==> config.mk <==
export PLATFORM = sky130hd
export DESIGN_NAME = mod_unit
export DESIGN_NICKNAME = d
export VERILOG_FILES = /design/src/rtl/prime_pkg.sv /design/src/rtl/mod_unit.sv
export SDC_FILE = /design/constraint.sdc
export NUM_CORES = 1
export LEC_CHECK = 0
export CORE_ASPECT_RATIO = 0.7
export CORE_UTILIZATION = 52
export DETAILED_ROUTE_END_ITERATION = 16
export PLACE_DENSITY_LB_ADDON = 0.3
export SKIP_CTS_REPAIR_TIMING = 1
export SLEW_MARGIN = 15
export SYNTH_ARGS = -nofsm -noshare
export SYNTH_HDL_FRONTEND = slang
export SYNTH_SLANG_ARGS = --single-unit
==> constraint.sdc <==
create_clock -name clk -period 3 [get_ports clk]
set_input_delay 0.45 -clock clk [delete_from_list [all_inputs] [get_ports clk]]
set_output_delay 0.45 -clock clk [all_outputs]
set_load 0.005 [all_outputs]
==> src/rtl/prime_pkg.sv <==
// Shared types for the sequential prime checker.
// Holds the controller state encoding and divider timing.
package prime_pkg;

    typedef enum logic [2:0] {
        IDLE,
        CHECK,
        DIV,
        EVAL,
        DONE
    } state_t;

    localparam int WIDTH_DEF = 8;

    // The restoring divider retires one quotient bit per clock.
    localparam int DIV_CYCLES_PER_BIT = 1;

    // Number of clocks the controller dwells in DIV for a given width.
    function automatic int div_cycles(input int width);
        return width * DIV_CYCLES_PER_BIT;
    endfunction

endpackage

==> src/rtl/mod_unit.sv <==
// Iterative restoring divider returning only the remainder.
// Fixed latency of div_cycles(WIDTH) clocks after load.
module mod_unit
    import prime_pkg::*;
#(
    parameter int WIDTH = WIDTH_DEF
) (
    input  logic             clk,
    input  logic             rst,
    input  logic             load,
    input  logic [WIDTH-1:0] dividend,
    input  logic [WIDTH-1:0] divisor,
    output logic [WIDTH-1:0] rem,
    output logic             rem_valid
);

    localparam int CYC = div_cycles(WIDTH);
    localparam int CW  = $clog2(CYC + 1);

    logic [WIDTH-1:0] acc;
    logic [WIDTH-1:0] quo;
    logic [CW-1:0]    cnt;
    logic [WIDTH:0]   shifted;
    logic [WIDTH-1:0] acc_nxt;

    // One restoring step: shift in the next dividend bit, subtract if it fits.
    always_comb begin
        shifted = {acc, quo[WIDTH-1]};
        acc_nxt = shifted[WIDTH-1:0];
        if (shifted >= {1'b0, divisor}) begin
            acc_nxt = WIDTH'(shifted - {1'b0, divisor});
        end
    end

    // The final step's result is presented combinationally on its own cycle.
    assign rem       = acc_nxt;
    assign rem_valid = (cnt == CW'(1));

    // Partial remainder, dividend shifter and step counter.
    always_ff @(posedge clk or negedge rst) begin
        if (!rst) begin
            acc <= '0;
            quo <= '0;
            cnt <= '0;
        end else if (load) begin
            acc <= '0;
            quo <= dividend;
            cnt <= CW'(CYC);
        end else if (cnt != '0) begin
            acc <= acc_nxt;
            quo <= {quo[WIDTH-2:0], 1'b0};
            cnt <= cnt - CW'(1);
        end
    end

endmodule

; ---- Yosys cells after proc, flatten, opt, wreduce, memory -nomap -nowiden
; Cells that the tools add are included.
[op_classes]
addsub = 2
eq_ne = 1
n_lt_le_gt_ge = 1
n_mux = 7
n_reduce_logical = 2
[ops]
columns = op, count
row1 = $mux W8, 5
row2 = $ge A9 B8 Y1, 1
row3 = $mux W4, 2
row4 = $sub A8 B8 Y8, 1
row5 = $eq A4 B1 Y1 const B, 1
row6 = $reduce_bool A4 Y1, 1
row7 = $sub A4 B1 Y4 const B, 1
row8 = $reduce_bool A2 Y1, 1
[word_totals]
word_cells = 16
regBits = 20

; ---- Longest topological paths before layout
; Gate-level depths: netlist (run 1).
[depth]
depth_word = 4
depth_mapped = 9

; ---- Worst setup path after synthesis (run 1)
; OpenSTA, ideal clock, no wires.
[synth_timing]
path_kind = input to output
start = input port divisor[0]
end = output port rem[6]
required_ns = 2.550
cell_stages = 8
path_slack_ns = 0.524
arrival_time_ns = 2.026
cell_sequence = ha_1 > inv_1 > fa_1 > a211o_1 > and4_1 > a2111o_1 > o21ai_2 > o21ai_2
[synth_between]
elab_chain_len = 2
[synth_lines]
columns = element, line
row1 = start: declaration, mod_unit.sv:12  ; input logic [WIDTH-1:0] divisor,
row2 = $sub A8 B8 Y8 / $ge A9 B8 Y1 (equally long branches), "mod_unit.sv:31, mod_unit.sv:30"
row3 = $mux W8 *, mod_unit.sv:30  ; if (shifted >= {1'b0, divisor}) begin
row4 = end: declaration, mod_unit.sv:13  ; output logic [WIDTH-1:0] rem,
; Every way passes the cells marked *; elsewhere a longest branch is shown, timed or not.

; ---- Final worst setup path (run 1)
[layout_timing]
start = input port divisor[1]
end = output port rem[0]
[layout_between]
elab_chain_len = 2
[layout_lines]
columns = element, line
row1 = $ge A9 B8 Y1, mod_unit.sv:30
row2 = $mux W8, mod_unit.sv:30
; Every way passes these cells.

==> results.toml, run 1 <==
[run_status]
status = "finished with violations"
failed_checks = "setup timing"

[global_route]
grtUsageMet1_pct = 32.8
grt_max_degree = 26
grt_pass1_wl_um = 5940
grtUsageTotal_pct = 25.8
antenna_found_initial = 0
grt_busiest_layer = "met2"
grt_use_met2_pct = 45.1
grt.overflow.total = 0
grtUsageMet3_pct = 6.55
grt_pass1_vias = 1352

[sta]
finalSetupViolCount = 2
drv_slew = 0
hold_viol = 0
period_share_pct = 106
slew_headroom_pct = 41.7
period_needed_ps = 3190
fmax_mhz = 313
skew_ps = 3.10
tightest_slew_ps = 873
setup_tns_ps = -332
worst_hold_slack_ps = 520
rsz0062_at_grt = "yes"
worst_slack_ps = -194

[floorplan]
die_area_mm2 = 0.00316
die_w_um = 66.8
pin_count = 28
row_count = 16
core_mm2 = 0.00280
die_h_um = 47.4
start_util_pct = 54.6

[worst_setup_path]
required_ps = 2550
crit_chain = "clkdlybuf4s50_1 -> inv_1 -> ha_1 -> buf_4 -> nand3b_1 -> nand2_2 -> o221ai_4 -> a21oi_1 -> or2_2 -> clkdlybuf4s50_1"
slowest_stage = "clkdlybuf4s50_1"
worstRegToRegCells = 11
r2r_end = "acc[4]"
r2r_slack_ps = 590
critPathMaxStageDelay_ps = 460
critPathKind = "primary input to primary output"
cp.arrival_ps = 2740
critical_path_buf_inv_count = 4
critical_path.startpoint_type = "primary input"
critPathMaxFanout = 4
cp_top_family = "buffers and inverters"
critPathMostFrequentCell = "clkdlybuf4s50_1"
r2r-start = "quo[7]"
endpoint_kind = "primary output"

[min_path]
hp-class = "flip-flop to flip-flop"
hold_depth = 1
min_to = "cnt[3]"
worstHoldStart = "cnt[3]"

[detailed_routing]
num_vias = 1520
drtAntennaViolNets = 0
viasPerCell = 5.82
drt-wirelength-per-cell_um = 15.6
postRouteWirelength_um = 4070
drt-initial-drc-count = 99
drtPass1Iterations = 4
drc = 0

[finish]
drive_gt1_share_pct = 28.0
fin_nets = 256
area_delta_synth_final_pct = 42.8
antenna_cells = 0
fillers = 194

[synth]
ys_ff_latch = 20
avgSynthCellArea_um2 = 9.10
ys_types = 50
yosys_most_used_dff = "dfrtp_1"
synth_warnings = 0
yosysSeqAreaShare_pct = 32.7
async_reset_ff_share_pct = 100
synth_edf_count = 0
synth_nets = 198
syn-instance-count = 168
synth_area_mm2 = 0.00153

[pwr]
powerDensity_mw_per_mm2 = 826
ir_drop_mv = 0.412
power_frac_clock_pct = 11.1
switchingPower_uw = 721
finalPower_uw = 1800
switching_share_pct = 40.0
leakagePower_uw = 0.00114
p_seq_share_pct = 23.8
p_int_uw = 1080
power_frac_comb_pct = 65.0

[placement]
dp_hpwl_um = 3020
place_ws_ps = -441
io_buffers = 27
finalWeightedCongestion = 0.842

[cts]
clock_sinks = 20
cts_made_buffers = 3
cts_root_buf = "clkbuf_8"
htreeDepth = 1
cts_max_path_buffers = 2
path_clk_slew_ps = 70
cts_tree = "yes"
clk_latency_ps = 260

[flow_run]
maxCapViolations = 0
==> worst reg2reg max path: stages (launching register included) <==
cell and delay, ps:
dfrtp_1 400, inv_1 110, ha_1 170, inv_1 50, fa_2 330, a211o_1 360, o21ai_2 90, xnor2_1 130
o21ai_1 110, buf_4 140, buf_4 110, a311oi_1 280
==> kinds of logic (layout without fill, tap and decap cells) <==
family,Yosys count,count (layout),synth area share (%)
flip-flops,20,20,32.7
adder cells (fa/ha/maj),11,11,9.49
AO/OA/AOI/OAI,50,50,25.6
multiplexers,9,9,6.06
XOR/XNOR,3,3,1.72
AND/OR/NAND/NOR,55,55,17.9
buffers and inverters,20,77,6.47
==> layout make-up <==
class	instances	area [um2]	share of cell area [%]
Multi-Input combinational cell	128	1000	45.9
Clock buffer	4	55.1	2.52
Timing Repair Buffer	58	524	24.0
Inverter	15	56.3	2.58
Tap cell	36	45.0	2.06
Sequential cell	20	500	22.9
==> flip-flops by register name (all words and copies together), names as in the netlist <==
name,cells
acc,8
cnt,4
quo,8
==> synthesized netlist by cell type, drive strengths merged (2+ instances only) <==
library cell   n  share of area, %
or3            2              0.82
or2            2              0.82
inv           15               3.7
mux2i          7               4.6
ha            10               8.2
clkbuf         5               2.8
mux2           2               1.5
nand3b         3               1.5
a311oi         3               1.7
a21oi          6               2.2
nand2         20               5.1
nand2b         3               1.2
o31ai          3               1.5
o211ai         3               1.5
nor2           8               2.0
xnor2          2               1.1
a31oi          2              0.82
nand3          9               2.9
and2           4               1.8
dfrtp         20                33
o21ai         18               6.4
==> power by group through the flow <==
stage / Combinational, uW / Sequential, uW / Clock (uW)
after floorplan: 643 / 401 / 0
after global placement: 1030 / 421 / 0
after detailed placement: 1070 / 428 / 0
after CTS: 1080 / 424 / 205
after global routing: 1280 / 441 / 217
final: 1170 / 430 / 200
==> placed cells by master (no fill, tap or decap), types with 2 or more instances in the layout <==
cell / Yosys / final
o21ai_2: 2 / 4
nor2_1: 8 / 8
nand2_1: 19 / 16
a31oi_1: 2 / 2
nand3b_1: 3 / 3
nand3_1: 9 / 7
o21ai_0: 13 / 10
clkdlybuf4s50_1: 0 / 20
mux2i_1: 7 / 7
inv_1: 15 / 15
or2_2: 2 / 2
and2_4: 1 / 2
xnor2_1: 2 / 2
o31ai_1: 3 / 3
or3_1: 2 / 2
dlymetal6s2s_1: 0 / 7
a311oi_1: 3 / 3
nand2_2: 1 / 3
ha_1: 10 / 8
and2_1: 2 / 2
a21oi_1: 5 / 4
clkbuf_8: 2 / 4
nand3_2: 0 / 2
o21ai_1: 3 / 4
nand2b_1: 3 / 3
buf_4: 0 / 30
o211ai_1: 3 / 3
dfrtp_1: 20 / 20
a21oi_2: 1 / 2
==> how the worst max path moves through the flow <==
stage | start | to | slack [ps] | cells past startpoint
after CTS | divisor[0] | rem[6] | -450 | 10
after global placement | divisor[0] | rem[6] | -410 | 10
after floorplan | divisor[0] | rem[6] | 520 | 8
after detailed placement | divisor[0] | rem[6] | -440 | 10
final | divisor[1] | rem[0] | -190 | 10
after global routing | divisor[1] | rem[0] | -310 | 10
==> stage by stage <==
stage	utilization, %	cell area (um2)	cells
2_1_floorplan	-	1530	168
3_3_place_gp	71.5	2000	253
3_5_place_dp	71.5	2000	253
4_1_cts	73.5	2060	257
5_1_grt	77.9	2180	261
6_report	77.9	2180	261
==> routing by layer <==
layer  share of wire (%)  up-vias  wire length, um
met3                 6.4        8              259
met5                   0        -                0
met2                  49       55             1990
met1                  44      728             1770
li1                    -      729                -
met4                 1.2        0               50
Note: power is estimated with default switching activity, not from simulation.
==> run 2: changes to the inputs <==
--- a/config.mk
+++ b/config.mk
@@ -7,6 +7,7 @@
 export LEC_CHECK = 0
 export CORE_ASPECT_RATIO = 0.7
 export CORE_UTILIZATION = 52
+export CTS_CLUSTER_DIAMETER = 40
 export DETAILED_ROUTE_END_ITERATION = 16
 export PLACE_DENSITY_LB_ADDON = 0.3
 export SKIP_CTS_REPAIR_TIMING = 1
==> results of run 2 <==
Same layout as run 1: the final DEF is identical, and so are final timing and power.
